`config.mk`:
```
export PLATFORM = sky130hd
export DESIGN_NAME = fft_addr_gen_multistage
export DESIGN_NICKNAME = d
export VERILOG_FILES = /design/src/rtl/fft_agen_pkg.sv /design/src/rtl/fft_agen_wr_pipe.sv /design/src/rtl/fft_addr_gen_multistage.sv
export SDC_FILE = /design/constraint.sdc
export NUM_CORES = 1
export LEC_CHECK = 0
export ABC_AREA = 1
export ABC_CLOCK_PERIOD_IN_PS = 4700
export BUFFER_PORTS_ARGS = -buffer_cell sky130_fd_sc_hd__buf_2
export CAP_MARGIN = 20
export CORE_MARGIN = 5
export CORE_UTILIZATION = 37
export DETAILED_ROUTE_END_ITERATION = 6
export PLACE_DENSITY = 0.56
export SYNTH_ARGS = -nofsm -noshare
export SYNTH_HDL_FRONTEND = slang
export SYNTH_SLANG_ARGS = --single-unit
```
`constraint.sdc`:
```
create_clock -name clk -period 4.7 [get_ports clk]
set_input_delay 0.94 -clock clk [delete_from_list [all_inputs] [get_ports clk]]
set_output_delay 0.94 -clock clk [all_outputs]
set_load 0.02 [all_outputs]
```
`src/rtl/fft_agen_pkg.sv`:
```
// Shared types and address helper for the multistage radix-2 FFT address generator.
package fft_agen_pkg;

  localparam int LOG2N_MIN  = 2;
  localparam int LOG2N_MAX  = 10;
  localparam int BF_LAT_MIN = 1;

  typedef enum logic [1:0] {
    ST_IDLE,
    ST_RUN,
    ST_DRAIN,
    ST_DONE
  } agen_state_e;

  typedef struct packed {
    logic [LOG2N_MAX-1:0] a;
    logic [LOG2N_MAX-1:0] b;
    logic [LOG2N_MAX-1:0] k;
  } pair_addr_t;

  // Butterfly pair j of stage s (1-based); s=0 yields don't-care values.
  function automatic pair_addr_t pair_addr(input logic [3:0] s, input logic [LOG2N_MAX-1:0] j);
    logic [LOG2N_MAX-1:0] half;
    logic [LOG2N_MAX-1:0] g;
    pair_addr_t           p;
    half = LOG2N_MAX'(1) << (s - 4'd1);
    g    = j >> (s - 4'd1);
    p.k  = j & (half - LOG2N_MAX'(1));
    p.a  = (g << s) + p.k;
    p.b  = p.a + half;
    return p;
  endfunction

endpackage

```
`src/rtl/fft_agen_wr_pipe.sv`:
```
// Fixed-latency delay line that replays accepted read pairs as write-back addresses.
module fft_agen_wr_pipe #(
  parameter int AW    = 4,
  parameter int DEPTH = 3
) (
  input  logic          clk,
  input  logic          rst_n,
  input  logic          in_valid_i,
  input  logic [AW-1:0] in_addr_a_i,
  input  logic [AW-1:0] in_addr_b_i,
  output logic          out_valid_o,
  output logic [AW-1:0] out_addr_a_o,
  output logic [AW-1:0] out_addr_b_o,
  output logic          empty_next_o
);

  logic [DEPTH-1:0] valid_q;
  logic [AW-1:0]    a_q [DEPTH];
  logic [AW-1:0]    b_q [DEPTH];

  always_ff @(posedge clk or negedge rst_n) begin
    if (!rst_n) begin
      valid_q <= '0;
      for (int i = 0; i < DEPTH; i++) begin
        a_q[i] <= '0;
        b_q[i] <= '0;
      end
    end else begin
      valid_q[0] <= in_valid_i;
      a_q[0]     <= in_addr_a_i;
      b_q[0]     <= in_addr_b_i;
      for (int i = 1; i < DEPTH; i++) begin
        valid_q[i] <= valid_q[i-1];
        a_q[i]     <= a_q[i-1];
        b_q[i]     <= b_q[i-1];
      end
    end
  end

  assign out_valid_o  = valid_q[DEPTH-1];
  assign out_addr_a_o = a_q[DEPTH-1];
  assign out_addr_b_o = b_q[DEPTH-1];

  // Pipe will be empty after this edge: only the output slot (if anything) is occupied.
  if (DEPTH == 1) begin : g_shallow
    assign empty_next_o = ~in_valid_i;
  end else begin : g_deep
    assign empty_next_o = ~in_valid_i & ~(|valid_q[DEPTH-2:0]);
  end

endmodule

```
`src/rtl/fft_addr_gen_multistage.sv`:
```
// Radix-2 in-place FFT address generator sequencing all stages from one start pulse.
// Optional conjugate twiddles for IFFT under `define FFT_AGEN_INVERSE_EN.
//   state    | meaning
//   ST_IDLE  | waiting for start
//   ST_RUN   | issuing read pairs of the current stage
//   ST_DRAIN | waiting for write pipe to empty (stage barrier)
//   ST_DONE  | single-cycle done pulse
module fft_addr_gen_multistage
  import fft_agen_pkg::*;
#(
  parameter  int LOG2N   = 4,
  parameter  int TW_BITS = 10,
  parameter  int BF_LAT  = 3,
  localparam int ST_W    = $clog2(LOG2N + 1)
) (
  input  logic               clk,
  input  logic               rst_n,
  input  logic               start_i,
`ifdef FFT_AGEN_INVERSE_EN
  input  logic               inverse_i,
`endif
  input  logic               pair_ready_i,
  output logic               pair_valid_o,
  output logic [LOG2N-1:0]   rd_addr_a_o,
  output logic [LOG2N-1:0]   rd_addr_b_o,
  output logic [TW_BITS-1:0] tw_addr_o,
  output logic [ST_W-1:0]    stage_idx_o,
  output logic               wr_valid_o,
  output logic [LOG2N-1:0]   wr_addr_a_o,
  output logic [LOG2N-1:0]   wr_addr_b_o,
  output logic               busy_o,
  output logic               done_o
);

  localparam int            J_W    = LOG2N - 1;
  localparam logic [J_W-1:0] J_LAST = {J_W{1'b1}};

  agen_state_e       state_q, state_d;
  logic [ST_W-1:0]   stage_q, stage_d;
  logic [J_W-1:0]    j_q, j_d;
  logic              inv_q, inv_d;

  logic               pair_valid_q, pair_valid_d;
  logic [LOG2N-1:0]   rd_a_q, rd_a_d;
  logic [LOG2N-1:0]   rd_b_q, rd_b_d;
  logic [TW_BITS-1:0] tw_q, tw_d;
  logic [ST_W-1:0]    stage_idx_q, stage_idx_d;
  logic               busy_q, busy_d;
  logic               done_q, done_d;

  logic               accept;
  logic               pipe_drained;
  pair_addr_t         pa;
  logic [TW_BITS-1:0] tw_raw;

  assign accept = pair_valid_q & pair_ready_i;

  always_ff @(posedge clk or negedge rst_n) begin
    if (!rst_n) begin
      state_q <= ST_IDLE;
      stage_q <= '0;
      j_q     <= '0;
      inv_q   <= 1'b0;
    end else begin
      state_q <= state_d;
      stage_q <= stage_d;
      j_q     <= j_d;
      inv_q   <= inv_d;
    end
  end

  always_comb begin
    state_d = state_q;
    stage_d = stage_q;
    j_d     = j_q;
    inv_d   = inv_q;
    case (state_q)
      ST_IDLE: begin
        if (start_i) begin
          state_d = ST_RUN;
          stage_d = ST_W'(1);
          j_d     = '0;
`ifdef FFT_AGEN_INVERSE_EN
          inv_d   = inverse_i;
`else
          inv_d   = 1'b0;
`endif
        end
      end
      ST_RUN: begin
        if (accept) begin
          if (j_q == J_LAST) state_d = ST_DRAIN;
          else               j_d     = j_q + J_W'(1);
        end
      end
      ST_DRAIN: begin
        if (pipe_drained) begin
          if (stage_q == ST_W'(LOG2N)) begin
            state_d = ST_DONE;
          end else begin
            state_d = ST_RUN;
            stage_d = stage_q + ST_W'(1);
            j_d     = '0;
          end
        end
      end
      ST_DONE: begin
        state_d = ST_IDLE;
        stage_d = '0;
      end
      default: state_d = ST_IDLE;
    endcase
  end

  // Outputs are registered, so they are decoded from the next-state values.
  always_comb begin
    pa           = pair_addr(4'(stage_d), LOG2N_MAX'(j_d));
    tw_raw       = TW_BITS'(pa.k) << (TW_BITS - int'(stage_d));
    pair_valid_d = (state_d == ST_RUN);
    rd_a_d       = '0;
    rd_b_d       = '0;
    tw_d         = '0;
    if (pair_valid_d) begin
      rd_a_d = LOG2N'(pa.a);
      rd_b_d = LOG2N'(pa.b);
      tw_d   = inv_d ? (-tw_raw) : tw_raw;
    end
    stage_idx_d = (state_d == ST_IDLE) ? '0 : stage_d;
    busy_d      = (state_d != ST_IDLE);
    done_d      = (state_d == ST_DONE);
  end

  always_ff @(posedge clk or negedge rst_n) begin
    if (!rst_n) begin
      pair_valid_q <= 1'b0;
      rd_a_q       <= '0;
      rd_b_q       <= '0;
      tw_q         <= '0;
      stage_idx_q  <= '0;
      busy_q       <= 1'b0;
      done_q       <= 1'b0;
    end else begin
      pair_valid_q <= pair_valid_d;
      rd_a_q       <= rd_a_d;
      rd_b_q       <= rd_b_d;
      tw_q         <= tw_d;
      stage_idx_q  <= stage_idx_d;
      busy_q       <= busy_d;
      done_q       <= done_d;
    end
  end

  fft_agen_wr_pipe #(
    .AW    (LOG2N),
    .DEPTH (BF_LAT)
  ) u_wr_pipe (
    .clk          (clk),
    .rst_n        (rst_n),
    .in_valid_i   (accept),
    .in_addr_a_i  (rd_a_q),
    .in_addr_b_i  (rd_b_q),
    .out_valid_o  (wr_valid_o),
    .out_addr_a_o (wr_addr_a_o),
    .out_addr_b_o (wr_addr_b_o),
    .empty_next_o (pipe_drained)
  );

  assign pair_valid_o = pair_valid_q;
  assign rd_addr_a_o  = rd_a_q;
  assign rd_addr_b_o  = rd_b_q;
  assign tw_addr_o    = tw_q;
  assign stage_idx_o  = stage_idx_q;
  assign busy_o       = busy_q;
  assign done_o       = done_q;

endmodule

```
# After elaboration in Yosys (flattened, before gate mapping)
# Cells that the tools add are included.
totals:
  reg_bits: 60
  input_bits: 4
  out_inout_bits: 33
  word_cells: 69
op_classes:
  addsub: 8
  eq_ne: 7
  shifts: 4
  muxes: 23
  n_bitwise: 5
  reduce_logical: 4
op_table:
  columns: ["operator", "n"]
  rows:
  - ["$shl A10 B32 Y10", 1]
  - ["$mux W3", 9]
  - ["$mux W10", 2]
  - ["$pmux W3 S3", 2]
  - ["$and A3 B10 Y10", 1]
  - ["$mux W2", 5]
  - ["$neg A10 Y10", 1]
  - ["$shl A1 B4 Y10 const A", 1]
  - ["$shl A10 B3 Y4", 1]
  - ["$shr A3 B4 Y10", 1]
  - ["$sub A10 B1 Y10 const B", 1]
  - ["$add A4 B4 Y4", 2]
  - ["$mux W4", 2]
  - ["$pmux W2 S4", 1]
  - ["$add A3 B1 Y3 const B", 2]
  - ["$eq A2 B2 Y1 const B", 3]
  - ["$eq A3 B3 Y1 const B", 2]
  - ["$sub A4 B3 Y5 const A", 1]
  - ["$eq A2 B1 Y1 const B", 2]
  - ["$logic_not A2 Y1", 2]
  - ["$sub A3 B1 Y4 const B", 1]
  - ["$and A1 B1 Y1", 2]
  - ["$mux W1", 2]
  - ["$not A1 Y1", 2]
  - ["other kinds (2)", 2]

# Longest topological paths before layout
# Gate-level depths: netlist of run 1.
depth:
  ltp_word: 13
  depth_mapped: 31
  ltp_nobuf: 30

# Cells and area by module
# A second synthesis of run 1 with hierarchy kept.
unflattened:
  hier_cells: 345
  area_unflattened_um2: 3024.2
modules_own_cells:
  columns: ["mod", "instances", "cells_each", "area_per_inst_um2", "seq_area_each_um2"]
  rows:
  - ["fft_addr_gen_multistage", 1, 306, 2270.9, 825.8]
  - ["fft_agen_wr_pipe", 1, 39, 753.2, 675.6]

# Worst setup path after synthesis of run 1
# No wires, ideal clock.
synth_timing:
  path_type: "input to register"
  from: "in pair_ready_i"
  to: "reg rd_b_q[3], in the netlist rd_addr_b_o[3]"
  setup_ns: 0.081
  arrival_ns: 4.408
  required_ns: 4.619
  path_slack_ns: 0.211
  stages: 23
  path_buffers: 1
  path_cell_list: "nand2_2 nand2_1 nor2_2 nand3_1 nand2_1 nor2_4 buf_4 ha_1 inv_1 nand2_4 nand2_4 nand3_1 ha_1 or2_4 fa_1 or2_2 nand2_1 ha_1 a21oi_1 nand2_1 xnor2_1 nand3_1 a21oi_1"
synth_via:
  elab_chain_cells: 12
  elab_cells_between_ends: 21
  classes_between: "add/sub: 4; eq/ne: 1; shift: 3; mux: 9; bitwise: 4"
synth_lines:
  columns: ["element", "line", "text"]
  rows:
  - ["from (decl)", "fft_addr_gen_multistage.sv:22", "input logic pair_ready_i,"]
  - ["$and A1 B1 Y1 *", "fft_addr_gen_multistage.sv:56", "assign accept = pair_valid_q & pair_ready_i;"]
  - ["$not A1 Y1", "fft_agen_wr_pipe.sv:48", "assign empty_next_o = ~in_valid_i & ~(|valid_q[DEPTH-2:0]);"]
  - ["$and A1 B1 Y1", "fft_agen_wr_pipe.sv:48", null]
  - ["$mux W3", "fft_addr_gen_multistage.sv:97", "if (pipe_drained) begin"]
  - ["$pmux W3 S3", "fft_addr_gen_multistage.sv:77", "case (state_q)"]
  - ["$sub A3 B1 Y4", "fft_agen_pkg.sv:26, fft_agen_pkg.sv:27", null]
  - ["$shl A1 B4 Y10", "fft_agen_pkg.sv:26", "half = LOG2N_MAX'(1) << (s - 4'd1);"]
  - ["$sub A10 B1 Y10", "fft_agen_pkg.sv:28", "p.k = j & (half - LOG2N_MAX'(1));"]
  - ["$and A3 B10 Y10", "fft_agen_pkg.sv:28", null]
  - ["$add A4 B4 Y4", "fft_agen_pkg.sv:29", "p.a = (g << s) + p.k;"]
  - ["$add A4 B4 Y4", "fft_agen_pkg.sv:30", "p.b = p.a + half;"]
  - ["$mux W4 *", "fft_addr_gen_multistage.sv:123", "if (pair_valid_d) begin"]
  - ["named net rd_b_d[3]", "fft_addr_gen_multistage.sv:45", "logic [LOG2N-1:0] rd_b_q, rd_b_d;"]
  - ["to (signal assigned)", "fft_addr_gen_multistage.sv:145", "rd_b_q <= rd_b_d;"]
  - ["to (decl)", "fft_addr_gen_multistage.sv:45", null]
# Mark *: on every way through the listed nets, which the timed path passes. The rest lies on a longest branch.

# Worst setup path after layout of run 1
# Same ends and word-level chain as after synthesis.

==> summary.txt, run 1 <==
Layout
  – Final-stage net count: 405
  – FILL cells: 820
  – Most frequent cells in the layout: dfrtp_1, nand2_1, inv_1, buf_2, nor2_1
  – Synth-to-Final Area Change: 17.1%
  – Commonest non-fill, non-tap cell in the layout: dfrtp_1
  – Antenna diode count: 0
  – Non-filler instance count after layout: 492
  – Share of layout cells above drive strength 1: 0.318

STA
  – Max_slew headroom: 0.514
  – Final hold violations: 0
  – Hold WS: ~0.35 ns
  – Tcrit/Tclk final: 0.924
  – Least-Margin Pin Slew: 0.729 ns
  – Layout Skew: 0.00688 ns
  – Final slew viol count: 0
  – Shortest period the worst path allows: 4.34 ns
  – RSZ-0062 raised after global routing: false
  – Max Fclk: roughly 0.23 GHz
  – Setup Viol. Count Final: 0

Floorplanning
  – Num rows: 33
  – CORE AREA: 8260 um^2
  – Die Height: roughly 100 um
  – Initial Utilization: 0.381
  – Die area: around 10000 um^2
  – Die width: 102 um
  – IO Count: 37

Placed design
  – Port buffer count: 36
  – Detailed Place HPWL: 4440 um
  – Gpl congestion: ~0.9
  – Placed Cells incl. Taps: 476

CTS
  – Clk sinks: 60
  – Hold_buf cts: 0
  – CTS buffer count: 9
  – CTS tree: done
  – Clock buffer depth: 2
  – CTS root buf: clkbuf_8
  – Skew-Pair Late Insertion Delay: 0.34 ns
  – Post-CTS Setup Bufs: 0
  – Worst-path clk slew: ~0.06 ns
  – H-tree lvl count: 3

Global routing
  – GRT Total Usage: 0.128
  – Largest net degree at the start of global routing: 61
  – Initial antenna violation count: 0
  – Vias in the first global route: 2255
  – Grt ovf: 0
  – First-pass GRT wire length: 10300 um

Drt
  – DRC viols: 0
  – Met2 wire length: 2840 um
  – Routed WL: 5910 um
  – Via count: roughly 2300
  – First-pass DRT Iterations: 4
  – Metal-1 WL: 2630 um
  – Met3 WL: 346 um
  – Via density: 4.65
  – Post-route ant nets: 0
  – DRT iter0 DRCs: between 50 and 60
  – Wirelength per Cell: 12.0 um
  – Highest routed metal layer: met4

Logic synthesis
  – Mapped Cells: 340
  – Ys Warns: 0
  – Number of synthesized flops with an enable pin: 0
  – Synth top area share: 0.477
  – Syn nets: 363
  – FFs w/ async S/R, synth: 1.00
  – Synth area leader: dfrtp_1
  – Top_reg_cell synth: dfrtp_1
  – Register area share after synthesis: 0.477
  – Syn Std Cell Area: 3150 um^2
  – Post-synth cell types: 38
  – Avg Cell Area, Syn: approximately 9 um^2
  – Register bit count reported by yosys: 60
  – Top cells by area, synth: dfrtp_1, ha_1, nand2_1

Critical path
  – Worst reg2reg path depth: 29
  – FF-to-FF End: rd_addr_b_o[3]
  – Worst R2R Setup Slack: 0.55 ns
  – Critical Path Start Type: input pin
  – Critical Path RT: approximately 5.0 ns
  – CP Max Fanout: 7
  – Crit path kind: input pin to register
  – Critical Path AT: approximately 4.6 ns
  – R2r startpoint: stage_q[0]
  – CP endpoint kind: register

Worst hold path
  – Worst hold start: u_wr_pipe.b_q[6]
  – Hold Path Class: register to register
  – Hold path cells: 0
  – Min-Delay Endpoint: u_wr_pipe.out_addr_b_o[2]

Power
  – Cell Pwr Density: 645 nW/um^2
  – VDD IR max: 0.000181 V
  – Final Power: around 2.4 mW
  – Pint: ~1.4 mW
  – Part of the power in registers: 0.307
  – Comb power frac: 0.453
  – Clk pwr share: 0.240
  – Net Switching: roughly 0.96 mW
  – Switching portion of total power: 0.403
  – Static Leak: 2.02 nW

Run status
  – Status: finished, final reports clean

Run
  – Max Cap Viol: 0
## per-stage QoR
stage / setup WS [ns] / utilization / setup TNS, ns / instance area [um^2]
3_5_place_dp: -0.0568 / 0.415 / -0.0568 / 3430
2_1_floorplan: 0.211 / - / 0 / 3150
4_1_cts: 0.297 / 0.445 / 0 / 3680
5_1_grt: 0.00542 / 0.447 / 0 / 3690
6_report: 0.358 / 0.447 / 0 / 3690
3_3_place_gp: 0.141 / 0.415 / 0 / 3430
## cells in the mapped netlist (2+ instances only)
cell / instances
ha_1: 17
nor2_1: 31
nor2_4: 6
o21ai_1: 6
fa_1: 2
inv_2: 16
inv_1: 36
o31ai_1: 2
nand2_2: 11
buf_4: 10
nand4_1: 5
xnor2_1: 2
nand3_2: 7
nand2_4: 5
nor2_2: 4
o21ai_0: 5
o21ai_2: 4
a21oi_1: 12
dfrtp_1: 60
nand2_1: 53
nand3_1: 25
nand4_2: 2
nor3_1: 4
## sequential cells by signal (all words and copies together), names as in the netlist
register and flops:
state_q 2, pair_valid_o 1, busy_o 1, u_wr_pipe.valid_q 3, stage_idx_o 3, tw_addr_o 10, j_q 3, rd_addr_b_o 4
rd_addr_a_o 4, u_wr_pipe.out_addr_b_o 4, u_wr_pipe.b_q 8, inv_q 1, stage_q 3, done_o 1, u_wr_pipe.out_addr_a_o 4, u_wr_pipe.a_q 8
## what timing repair did
action / 4_1_cts / 5_1_grt
endpoints found under the setup margin: 0 / 1
gates resized for setup: 0 / 3
hold endpoints to repair: 0 / 0
## cells by family (layout without fill, tap and decap cells)
logic type / after synthesis / count (layout) / share of synthesized area
and+or+nand+nor: 159 / 159 / 0.275
buffers and inverters: 64 / 111 / 0.0882
DFF: 60 / 60 / 0.477
AOI/OAI and AO/OA: 34 / 34 / 0.0675
adders and majority gates: 19 / 19 / 0.0803
xor gates and xnor gates: 3 / 3 / 0.0107
other: 1 / 1 / 0.00119
## cell type report
type                    count  area (um^2)  area share
repair buffers             42          225      0.0611
multi-input cells         216         1380       0.375
flip-flops and latches     60         1500       0.407
well taps                 105          131      0.0356
clock inverters             6          111      0.0302
clock buffers              10          138      0.0373
inverters                  53          199      0.0539
## worst max-delay path by stage
stage | from | endpoint | slack, ns | cells past startpoint
2_1_floorplan | pair_ready_i | rd_addr_b_o[3] | 0.21 | 23
3_3_place_gp | pair_ready_i | rd_addr_b_o[3] | 0.14 | 23
3_5_place_dp | pair_ready_i | rd_addr_b_o[3] | -0.06 | 27
4_1_cts | pair_ready_i | rd_addr_b_o[3] | 0.30 | 27
5_1_grt | pair_ready_i | rd_addr_b_o[3] | 0.005 | 27
6_report | pair_ready_i | rd_addr_b_o[3] | 0.36 | 27
## routing by layer
layer | up-vias | track usage
met4 | 0 | 0.0605
met1 | 1065 | 0.153
met5 | - | 0
met3 | 6 | 0.0375
li1 | 1162 | -
met2 | 56 | 0.211
## critical path, cell delays in order
cell and delay, ns:
buf_2 0.10, nand2_2 0.12, nand2_1 0.13, nor2_2 0.14, nand3_1 0.09, nand2_1 0.11
nor2_4 0.05, ha_1 0.20, inv_1 0.10, nand2_4 0.06, nand2_4 0.10, inv_2 0.06
nor3_1 0.17, o21ai_1 0.11, nor2_1 0.11, a21oi_1 0.07, nor2_2 0.15, inv_1 0.08
fa_1 0.40, or2_2 0.32, nand2_1 0.07, ha_1 0.26, a21oi_1 0.16, nand2_1 0.10
xnor2_2 0.17, nand3_1 0.09, a21oi_1 0.14
## power groups by stage
| stage | Clock (mW) | Combinational (mW) | Sequential [mW] |
|---|---|---|---|
| 6_report | 0.572 | 1.08 | 0.729 |
| 5_1_grt | 0.612 | 1.22 | 0.749 |
| 3_3_place_gp | 0 | 1.05 | 0.738 |
| 3_5_place_dp | 0 | 1.07 | 0.741 |
| 4_1_cts | 0.590 | 1.07 | 0.732 |
| 2_1_floorplan | 0 | 0.799 | 0.785 |
No activity file was read; power rests on OpenSTA's default activity.
==> inputs of run 2 (changes only) <==
--- a/config.mk
+++ b/config.mk
@@ -5,7 +5,6 @@
 export SDC_FILE = /design/constraint.sdc
 export NUM_CORES = 1
 export LEC_CHECK = 0
-export ABC_AREA = 1
 export ABC_CLOCK_PERIOD_IN_PS = 4700
 export BUFFER_PORTS_ARGS = -buffer_cell sky130_fd_sc_hd__buf_2
 export CAP_MARGIN = 20
@@ -13,6 +12,7 @@
 export CORE_UTILIZATION = 37
 export DETAILED_ROUTE_END_ITERATION = 6
 export PLACE_DENSITY = 0.56
+export REMOVE_ABC_BUFFERS = 1
 export SYNTH_ARGS = -nofsm -noshare
 export SYNTH_HDL_FRONTEND = slang
 export SYNTH_SLANG_ARGS = --single-unit
==> summary.txt, run 2 <==
Critical path
  – Worst reg2reg path depth: 25 (-14%)
  – Worst Setup SP: pair_ready_i
  – Worst setup endpoint: rd_addr_b_o[3]
  – R2r startpoint: stage_q[0]
  – Crit path kind: input pin to register
  – Critical Path AT: 4.70 ns (+0.11 ns)
  – FF-to-FF End: rd_addr_b_o[3]
  – Critical Path RT: 4.90 ns (-0.05 ns)
  – CP endpoint kind: register
  – CP Max Fanout: 5 (-2)
  – Worst R2R Setup Slack: 0.34 ns (-0.21 ns)
  – Critical Path Start Type: input pin

Drt
  – Post-route ant nets: 0 (unchanged)
  – DRC viols: 0 (unchanged)
  – Wirelength per Cell: 14.7 um (+22%)
  – First-pass DRT Iterations: 4 (unchanged)
  – Via density: 5.16 (+11%)
  – Routed WL: 7340 um (+24%)
  – DRT iter0 DRCs: 106 (+110%)
  – Via count: 2580 (+13%)

Layout
  – Non-filler instance count after layout: 500 (+1.6%)
  – Antenna diode count: 0 (unchanged)
  – Commonest non-fill, non-tap cell in the layout: dfrtp_1
  – Synth-to-Final Area Change: 25.5%
  – Final core utilization: 0.470 (+0.0238)
  – Most frequent cells in the layout: dfrtp_1, buf_4, buf_2
  – Final-stage net count: 410 (+1.2%)
  – Max reg flops: 10 (unchanged)
  – Share of layout cells above drive strength 1: 0.339 (+0.0215)

Logic synthesis
  – Post-Synth XOR/XNOR Area: 0.0272 (+0.0165)
  – Register bit count reported by yosys: 60 (unchanged)
  – Ys Warns: 0 (unchanged)
  – Synth Area in Adders: 0.0784 (-0.00181)
  – Register area share after synthesis: 0.466 (-0.0107)
  – Most common cell in the netlist: dfrtp_1
  – Simple-Gate Fraction of Synth Area: 0.180 (-0.0951)
  – Synth top area share: 0.466 (-0.0107)
  – FFs w/ async S/R, synth: 1.00 (unchanged)
  – Mapped Cells: 310 (-8.8%)
  – Syn Std Cell Area: 3220 um^2 (+2.3%)
  – Synth cell count leaders: dfrtp_1, nor2_1, nand2_1
  – Number of synthesized flops with an enable pin: 0 (unchanged)
  – Top cells by area, synth: dfrtp_1, ha_1, nor2_1
  – Compound-cell area share of the yosys netlist: 0.176 (+0.109)
  – Synth area leader: dfrtp_1
  – Multiplexer area fraction after synthesis: 0.00932 (+0.00932)
  – Post-synth cell types: 77 (+100%)
  – Avg Cell Area, Syn: 10.4 um^2 (+12%)
  – Largest family of logic cells by synthesized area: simple AND/OR/NAND/NOR gates
  – Top_reg_cell synth: dfrtp_1

Placed design
  – Pre-CTS WS: -0.453 ns (-0.396 ns)
  – Detailed Place HPWL: 5550 um (+25%)
  – Port buffer count: 36 (unchanged)
  – Gpl congestion: 0.871 (-1.7%)
  – Placed Cells incl. Taps: 480 (+0.84%)

Floorplanning
  – Num rows: 34 (+3.0%)
  – Die width: 103 um (+1.0%)
  – Initial Utilization: 0.375 (-0.00644)
  – Die area: 10700 um^2 (+2.1%)
  – IO Count: 37 (unchanged)
  – Die Height: 103 um (+1.0%)
  – CORE AREA: 8590 um^2 (+4.1%)

CTS
  – Clk sinks: 60 (unchanged)
  – CTS root buf: clkbuf_8
  – Worst-path clk slew: 0.07 ns (about the same)
  – Skew-Pair Late Insertion Delay: 0.34 ns (about the same)
  – H-tree lvl count: 3 (unchanged)
  – CTS buffer count: 9 (unchanged)
  – CTS tree: done
  – Clock buffer depth: 2 (unchanged)
  – Hold_buf cts: 0 (unchanged)

STA
  – Tcrit/Tclk final: 0.959 (+0.0348)
  – Final worst slack: 0.194 ns (-0.163 ns)
  – Least-Margin Pin Slew: 0.491 ns (-0.238 ns)
  – Final hold violations: 0 (unchanged)
  – Setup Viol. Count Final: 0 (unchanged)
  – Max Fclk: 0.222 GHz (-3.6%)
  – Shortest period the worst path allows: 4.51 ns (+0.163 ns)
  – Setup TNS: 0 ns (unchanged)
  – Layout Skew: 0.0154 ns (+0.00849 ns)
  – Max_slew headroom: 0.668 (+0.154)
  – Final slew viol count: 0 (unchanged)

Power
  – VDD IR max: 0.000239 V (+33%)
  – Cell Pwr Density: 618 nW/um^2 (-4.1%)
  – Static Leak: 1.99 nW (-1.7%)

Global routing
  – First-pass GRT wire length: 12200 um (+18%)
  – Initial antenna violation count: 0 (unchanged)
  – GRT Total Usage: 0.147 (+0.0190)
  – Grt ovf: 0 (unchanged)
  – Vias in the first global route: 2540 (+13%)
  – Largest net degree at the start of global routing: 40 (-34%)

Run status
  – Status: finished, final reports clean

Worst hold path
  – Worst hold start: u_wr_pipe.b_q[9]
  – Hold Path Class: register to register

Run
  – Max Cap Viol: 0 (unchanged)
## run 2: changes by cell type after synthesis, sizes merged, moves of 5 or more
cell,change
o21ai,-8
nand3,-25
and2,+6
nor2,-17
or3,+5
nor3,+6
and3,+6
a211oi,+6
inv,-30
nand2,-47
## run 2: final cells by class
type | count | area (um^2)
repair buffers | 83 | 533
well taps | 108 | 135
fillers | 857 | 4550
clock buffers | 9 | 124
clock inverters | 7 | 75.1
multi-input cells | 210 | 1590
flip-flops and latches | 60 | 1500
inverters | 23 | 86.3
## run 2: metal layers
layer,global-route usage,routed length (um),vias up,share of wire
li1,-,-,1249,-
met1,0.188,3380,1277,0.46
met4,0.0478,91,0,0.012
met5,0,0,-,0
met2,0.244,3550,44,0.48
met3,0.0362,324,10,0.044
## run 2: stage by stage
stage	total power, mW	cell area [um^2]	hold slack [ns]
after floorplan	1.48	3110	0.331
after global placement	1.94	3750	0.332
after detailed placement	1.94	3750	0.335
after CTS	2.45	3970	0.352
after global routing	2.72	4040	0.356
final	2.50	4040	0.350
## run 2: worst min-delay path by stage
| stage | end | slack, ns | depth (start not counted) |
|---|---|---|---|
| floorplan | u_wr_pipe.a_q[4] | 0.33 | 0 |
| global placement | u_wr_pipe.b_q[7] | 0.33 | 0 |
| detailed placement | u_wr_pipe.b_q[7] | 0.33 | 0 |
| CTS | u_wr_pipe.out_addr_a_o[3] | 0.35 | 0 |
| global route | u_wr_pipe.a_q[6] | 0.36 | 0 |
| finish | u_wr_pipe.b_q[5] | 0.35 | 0 |
## run 2: timing repair
action / CTS / global route
buffers inserted: 2 / 2
pin swaps: 3 / 9
resized for setup: 3 / 12
setup endpoints to repair: 1 / 4
## run 2: report_power, final
group | internal [mW] | total (mW) | leakage (nW) | switching [mW]
sequential | 0.675 | 0.743 | 0.766 | 0.0680
combinational | 0.601 | 1.30 | 1.12 | 0.696
clock | 0.248 | 0.459 | 0.104 | 0.211
total | 1.52 | 2.50 | 1.99 | 0.975
## run 2: kinds of logic (layout without fill, tap and decap cells)
logic type / Yosys count / after routing
AOI/OAI and AO/OA: 69 / 69
DFF: 60 / 60
buffers and inverters: 40 / 122
adders and majority gates: 19 / 19
other: 1 / 1
and+or+nand+nor: 108 / 108
xor gates and xnor gates: 10 / 10
muxes: 3 / 3
## run 2: worst max-delay path: stages
cell,delay [ns]
buf_2,0.12
a211oi_4,0.26
nand3_2,0.13
o311ai_4,0.32
inv_1,0.10
ha_2,0.19
buf_4,0.16
nand3_1,0.08
nand2_1,0.10
and2_4,0.18
inv_2,0.06
ha_4,0.16
nor2b_4,0.15
nand3_1,0.08
a31o_1,0.17
and3_1,0.19
inv_2,0.09
ha_4,0.22
xnor2_2,0.15
ha_1,0.33
a21oi_2,0.16
xor2_1,0.18
xnor2_1,0.13
nor2_1,0.05
